==> config.mk <==
export PLATFORM = sky130hd
export DESIGN_NAME = down_counter_timer_flat
export DESIGN_NICKNAME = d
export VERILOG_FILES = /design/src/rtl/down_counter_timer_if.sv /design/src/rtl/down_counter_timer.sv /design/src/flat_wrapper.sv
export SDC_FILE = /design/constraint.sdc
export NUM_CORES = 1
export LEC_CHECK = 0
export CAP_MARGIN = 20
export CORE_MARGIN = 4
export CORE_UTILIZATION = 40
export CTS_BUF_LIST = sky130_fd_sc_hd__clkbuf_8
export CTS_CLUSTER_DIAMETER = 80
export DETAILED_ROUTE_END_ITERATION = 16
export HOLD_SLACK_MARGIN = 0.05
export PLACE_DENSITY = 0.62
export SKIP_CTS_REPAIR_TIMING = 1
export SLEW_MARGIN = 20
export SYNTH_ARGS = -nofsm -noshare
export SYNTH_HDL_FRONTEND = slang
export SYNTH_SLANG_ARGS = --single-unit
==> constraint.sdc <==
create_clock -name clk -period 2 [get_ports clk]
set_input_delay 0.4 -clock clk [delete_from_list [all_inputs] [get_ports clk]]
set_output_delay 0.4 -clock clk [all_outputs]
set_load 0.05 [all_outputs]
==> src/rtl/down_counter_timer_if.sv <==
`default_nettype none
// ============================================================================
// Module      : down_counter_timer_if
// Description : Control/status bundle for the loadable down-counter/timer.
// Revision    : 1.0 - initial release
// ============================================================================
interface down_counter_timer_if #(
    parameter int N = 8
);
    logic         load;
    logic [N-1:0] init_val;
    logic         start;
    logic         hold;
    logic         auto_reload;
    logic [N-1:0] valor;
    logic         busy;
    logic         done;
    logic         zero;

    modport master (
        output load, init_val, start, hold, auto_reload,
        input  valor, busy, done, zero
    );

    modport slave (
        input  load, init_val, start, hold, auto_reload,
        output valor, busy, done, zero
    );
endinterface
`default_nettype wire

==> src/rtl/down_counter_timer.sv <==
`default_nettype none
// ============================================================================
// Module      : down_counter_timer
// Description : Loadable N-bit down-counter/timer with one-shot/auto-reload
//               modes and hold. Optional tick prescaler enabled by defining
//               DOWN_COUNTER_TIMER_PRESCALER_EN (divide ratio PRESC).
// Revision    : 1.0 - initial release
// ============================================================================
module down_counter_timer #(
    parameter int N     = 8,
    parameter int PRESC = 4
) (
    input  wire logic            clk,
    input  wire logic            rst,
    down_counter_timer_if.slave  bus
);

    localparam logic [0:0] c_ST_IDLE = 1'b0;
    localparam logic [0:0] c_ST_RUN  = 1'b1;

    logic [0:0]   r_state;
    logic [N-1:0] r_valor;
    logic [N-1:0] r_reload;
    logic         r_done;
    logic         w_tick;

    generate
        if (PRESC < 2) begin : g_presc_bad
            $error("down_counter_timer: PRESC must be at least 2");
        end
    endgenerate

`ifdef DOWN_COUNTER_TIMER_PRESCALER_EN
    localparam int             c_PW   = $clog2(PRESC);
    localparam logic [c_PW-1:0] c_PMAX = c_PW'(PRESC - 1);

    logic [c_PW-1:0] r_presc;

    assign w_tick = (r_state == c_ST_RUN) && !bus.hold && (r_presc == c_PMAX);

    // Held at zero in IDLE, which also covers the clear on start.
    always_ff @(posedge clk or posedge rst) begin
        if (rst) begin
            r_presc <= '0;
        end else if (bus.load || (r_state == c_ST_IDLE)) begin
            r_presc <= '0;
        end else if (!bus.hold) begin
            r_presc <= (r_presc == c_PMAX) ? '0 : r_presc + c_PW'(1);
        end
    end
`else
    assign w_tick = (r_state == c_ST_RUN) && !bus.hold;
`endif

    always_ff @(posedge clk or posedge rst) begin
        if (rst) begin
            r_state  <= c_ST_IDLE;
            r_valor  <= '0;
            r_reload <= '0;
            r_done   <= 1'b0;
        end else begin
            r_done <= 1'b0;
            if (bus.load) begin
                r_valor  <= bus.init_val;
                r_reload <= bus.init_val;
                r_state  <= c_ST_IDLE;
            end else if (r_state == c_ST_IDLE) begin
                if (bus.start && (r_valor != '0)) begin
                    r_state <= c_ST_RUN;
                end
            end else if (w_tick) begin
                if (r_valor > N'(1)) begin
                    r_valor <= r_valor - N'(1);
                end else if (r_valor == N'(1)) begin
                    // Terminal tick: auto-reload skips the zero value entirely.
                    r_done <= 1'b1;
                    if (bus.auto_reload) begin
                        r_valor <= r_reload;
                    end else begin
                        r_valor <= '0;
                        r_state <= c_ST_IDLE;
                    end
                end else begin
                    r_state <= c_ST_IDLE;
                end
            end
        end
    end

    assign bus.valor = r_valor;
    assign bus.busy  = (r_state == c_ST_RUN);
    assign bus.done  = r_done;
    assign bus.zero  = (r_valor == '0);

endmodule
`default_nettype wire

==> src/flat_wrapper.sv <==
// flat-port wrapper written by rule: the top's interface ports become plain ports
module down_counter_timer_flat 
#(
    parameter int N     = 8,
    parameter int PRESC = 4
)
  (clk, rst, bus_load, bus_init_val, bus_start, bus_hold, bus_auto_reload, bus_valor, bus_busy, bus_done, bus_zero);
  down_counter_timer_if #(.N(N)) bus_i ();
  input  wire logic clk;
  input  wire logic rst;
  input wire logic [$bits(bus_i.load)-1:0] bus_load;
  input wire logic [$bits(bus_i.init_val)-1:0] bus_init_val;
  input wire logic [$bits(bus_i.start)-1:0] bus_start;
  input wire logic [$bits(bus_i.hold)-1:0] bus_hold;
  input wire logic [$bits(bus_i.auto_reload)-1:0] bus_auto_reload;
  output wire logic [$bits(bus_i.valor)-1:0] bus_valor;
  output wire logic [$bits(bus_i.busy)-1:0] bus_busy;
  output wire logic [$bits(bus_i.done)-1:0] bus_done;
  output wire logic [$bits(bus_i.zero)-1:0] bus_zero;
  assign bus_i.load = bus_load;
  assign bus_i.init_val = bus_init_val;
  assign bus_i.start = bus_start;
  assign bus_i.hold = bus_hold;
  assign bus_i.auto_reload = bus_auto_reload;
  assign bus_valor = bus_i.valor;
  assign bus_busy = bus_i.busy;
  assign bus_done = bus_i.done;
  assign bus_zero = bus_i.zero;
  down_counter_timer #(.N(N), .PRESC(PRESC)) u_core (.clk(clk), .rst(rst), .bus(bus_i));
endmodule
## Word-level counts from Yosys, hierarchy flattened

Index checks and enable logic that the tools add are counted.

- $add $sub $neg: 1
- Magnitude comparators: 1
- Equality and inequality tests: 1
- Muxes and demuxes: 18
- Reductions and logical operators: 9

Operators by type and width:

| cell | number |
|---|---|
| $mux W8 | 6 |
| $mux W1 | 12 |
| $eq A8 B1 Y1 const B | 1 |
| $gt A8 B1 Y1 const B | 1 |
| $logic_not A8 Y1 | 1 |
| $reduce_bool A8 Y1 | 1 |
| $sub A8 B1 Y8 const B | 1 |
| $reduce_bool A2 Y1 | 2 |
| $reduce_and A3 Y1 | 1 |
| $reduce_bool A3 Y1 | 1 |
| $logic_and A1 B1 Y1 | 2 |
| $logic_not A1 Y1 | 1 |

- Register bits: 18
- Input port bits: 14
- Output and inout port bits: 11
- Word-level logic and storage cells: 34

## Depth between registers and ports, before layout

- Depth after elaboration: 6
- Mapped depth: 7
- Mapped depth without buffers: 6

## Worst setup path after synthesis

No wires, ideal clock.

- Kind: register -> register
- Start point: register u_core.r_valor[0], in the netlist u_core.bus.valor[0]
- End point: register u_core.r_valor[7], in the netlist u_core.bus.valor[7]
- Arrival: 2163 ps
- Required time: 1914 ps
- Slack: -249 ps
- Cell stages (with the launch flop): 8
- Path buffers: 1
- Clock period less this slack: 2249 ps
- Path through: dfrtp_1 -> inv_1 -> ha_1 -> or2_1 -> and3_1 -> buf_6 -> a221o_1 -> a32oi_2

- Longest elaborated chain between the ends: 5
- Elaborated cells on any way between the ends: 9
- Classes of those cells: add/sub (1); order compare (1); eq/ne (1); mux (4); reduce/logical (2)

RTL lines:

| what | RTL line | text |
|---|---|---|
| start: declaration | down_counter_timer.sv:22 | `logic [N-1:0] r_valor;` |
| start signal: assignment | down_counter_timer.sv:64 | `r_valor <= bus.init_val;` |
| start signal: assignment | down_counter_timer.sv:73 | `r_valor <= r_valor - N'(1);` |
| start signal: assignment | down_counter_timer.sv:78 | `r_valor <= r_reload;` |
| $sub A8 B1 Y8 or $gt A8 B1 Y1 (tied branches) | down_counter_timer.sv:73, down_counter_timer.sv:72 |  |
| $mux W8 | down_counter_timer.sv:72 | `if (r_valor > N'(1)) begin` |
| $mux W8 | down_counter_timer.sv:71 | `end else if (w_tick) begin` |
| $mux W8 | down_counter_timer.sv:67 | `end else if (r_state == c_ST_IDLE) begin` |
| $mux W8 | down_counter_timer.sv:63 | `if (bus.load) begin` |

Parallel ways exist; a longest one is shown, timed or not. The select of a mux whose other input is x is not followed.
A chain may end at the register's enable or synchronous reset.

## Final worst setup path

- Start point: register u_core.r_valor[7], in the netlist u_core.bus.valor[7]
- End point: output bus_zero

- Longest elaborated chain between the ends: 1

RTL lines:

| what | RTL line | text |
|---|---|---|
| $logic_not A8 Y1 | down_counter_timer.sv:93 | `assign bus.zero = (r_valor == '0);` |
| end: declaration | flat_wrapper.sv:19 | `output wire logic [$bits(bus_i.zero)-1:0] bus_zero;` |

No other way between the ends.

==> flow_metrics.py <==
metrics = {
    "outcome": {
        "status": "finished, final reports clean",
    },
    "die": {
        "core_area_sq_mm": 0.00257,
        "die_w_microns": 60.6,
        "start_util_pct": 43.1,
        "die-area_sq_mm": 0.00367,
        "io-pin-count": 25,
        "rows": 18,
        "chipHeight_microns": 60.6,
    },
    "critical_path": {
        "end_kind": "primary output",
        "required_ps": 1600,
        "cp_max_fo": 4,
        "cp-start-kind": "register",
        "arrival_ps": 1530,
        "crit_type": "reg -> out",
    },
    "grt": {
        "grt_pass1_wl_microns": 4560,
        "grt_pass1_vias": 983,
        "grt_antenna_before_repair": 0,
        "grt_max_degree": 19,
        "overflow": 0,
        "track_usage_pct": 16.9,
    },
    "placement": {
        "gp_congestion": 0.902,
        "dp.cells": 172,
        "dp_hpwl_microns": 2150,
        "io_buffers": 24,
    },
    "timing": {
        "slew_viol_final": 0,
        "fin_skew_ps": 1.91,
        "relSlewSlack_pct": 66.8,
        "finalHoldViolations": 0,
        "fin_crit_sh_pct": 96.3,
        "setup_viol": 0,
        "finalCriticalPeriod_ps": 1930,
        "max_freq_ghz": 0.519,
        "max_slew.worst_pin.slew_ps": 497,
        "tns_ps": 0,
    },
    "cells_and_area": {
        "num_antenna_cells": 0,
        "area_growth_pct": 38.0,
        "nFillCells": 234,
        "layout-drive-gt1-share_pct": 30.9,
        "stdcell_count": 179,
        "finalNetCount": 167,
        "utilization_pct": 59.5,
    },
    "synth": {
        "synth.most_common_cell": "dfrtp_1",
        "synth_edf_count": 0,
        "synth-seq-area-share_pct": 40.7,
        "yosys-top-cells-area": "dfrtp_1 41%, mux2_2 5.1%, inv_1 4.4%, ha_1 3.4%, a221o_1 2.7%",
        "synth_largest_area_cell": "dfrtp_1",
        "postSynthCellCount": 112,
        "ys_ff_latch": 18,
        "postSynth.asyncResetShare_pct": 100,
        "ys_top_cells_by_count": "18 x dfrtp_1, 13 x inv_1, 8 x nand2_1",
        "ys.flop_type": "dfrtp_1",
        "synth_nets": 129,
        "syn_avg_cell_area_sq_um": 9.88,
        "synthesis.area_sq_mm": 0.00111,
        "yosysWarnings": 0,
        "synth_top_area_share_pct": 40.7,
        "synth_cell_types": 42,
    },
    "clock_network": {
        "cts_tree": "done",
        "clkSinkCount": 18,
        "clk_path_buf_depth": 2,
        "cts-root-buf": "clkbuf_8",
        "path_clk_slew_ps": 70,
        "clk_latency_ps": 260,
        "h-tree-depth": 1,
        "numCtsBuffers": 3,
    },
    "run": {
        "drv_cap": 0,
    },
    "hold_path": {
        "hold_path.class": "in -> async",
    },
    "route": {
        "via_count": 1004,
        "vias_per_cell": 5.61,
        "antenna_left": 0,
        "wl_per_cell_microns": 16.3,
        "drt-pass1-iter-count": 4,
        "first_iter_violations": 38,
        "drcViolationCount": 0,
        "finalWirelength_microns": 2920,
    },
    "power": {
        "power_density_mw_per_mm2": 777,
        "ir_worst_vdd_v": 0.000588,
        "total_leakage_power_nw": 0.649,
        "fin_total_pwr_mw": 1.19,
    },
}
[sequential cells by signal, summed over array words and instances (netlist names)]
signal / flops
u_core.bus.busy: 1
u_core.bus.valor: 8
u_core.r_reload: 8
u_core.bus.done: 1
[metrics by stage]
stage	hold slack (ps)	setup WS [ps]	cell area, sq um
after floorplan	338	-28.3	1110
after global placement	494	113	1440
after detailed placement	506	20.8	1440
after CTS	464	-29.7	1490
after global routing	487	-17.5	1530
final	459	74.7	1530
[cell families (layout without fill, tap and decap cells)]
family	Yosys count	after routing	share of synthesized area, %
fa+ha+maj	3	3	3.39
flops	18	18	40.7
mux	6	6	6.00
xor+xnor	1	1	0.792
buf+inv	19	56	7.92
simple gates	31	31	16.2
compound gates	34	34	25.0
[final timing paths]
check,start,endpoint,slack [ps],depth (start not counted)
max in group asynchronous,rst,u_core.bus.valor[1]$_DFFE_PP0P_,1320,3
setup reg to reg,u_core.bus.valor[0]$_DFFE_PP0P_,u_core.bus.valor[7]$_DFFE_PP0P_,100,6
hold reg to reg,u_core.r_reload[5]$_DFFE_PP0P_,u_core.r_reload[5]$_DFFE_PP0P_,520,1
hold / removal,rst,u_core.r_reload[6]$_DFFE_PP0P_,460,3
min in group clk,u_core.r_reload[5]$_DFFE_PP0P_,u_core.r_reload[5]$_DFFE_PP0P_,520,1
setup / recovery,u_core.bus.valor[7]$_DFFE_PP0P_,bus_zero,70,4
[cells in the final DEF (no fill, tap or decap), types with 2 or more instances in the layout]
master / n
nor3_1: 5
mux2_2: 5
inv_1: 10
clkbuf_8: 4
and4_1: 2
nand3_1: 3
a31oi_1: 3
nand2_1: 8
a32oi_1: 2
o22ai_1: 2
a221o_1: 3
nor2_1: 4
dfrtp_1: 15
clkdlybuf4s50_1: 17
o21ai_0: 5
dfrtp_2: 3
buf_4: 21
inv_2: 2
a21oi_1: 5
a311oi_1: 2
ha_1: 3
[critical path: stages, from the launching register on]
cell and delay [ps]:
dfrtp_1 440, nor4_4 370, nand3_1 200, clkinvlp_4 120
buf_12 130
[per-layer routing]
| layer | share of wire (%) | vias to the layer above | GRT usage, % |
|---|---|---|---|
| li1 | - | 494 | - |
| met1 | 44 | 469 | 22.0 |
| met2 | 49 | 37 | 27.5 |
| met3 | 6.4 | 4 | 4.68 |
| met4 | 0.82 | 0 | 4.64 |
| met5 | 0 | - | 0 |
[area by class of cell]
cell class / count / area (sq um) / area share (%)
Tap cell: 30 / 37.5 / 2.46
Timing Repair Buffer: 39 / 348 / 22.8
Sequential cell: 18 / 454 / 29.8
Clock buffer: 4 / 55.1 / 3.61
Inverter: 13 / 52.6 / 3.44
Multi-Input combinational cell: 75 / 579 / 38.0
[power breakdown]
| part | internal (mW) | switching, mW | total [mW] |
|---|---|---|---|
| sequential | 0.407 | 0.0460 | 0.453 |
| clock | 0.175 | 0.126 | 0.302 |
| combinational | 0.181 | 0.250 | 0.431 |
Power figures use the tool's default switching activity.
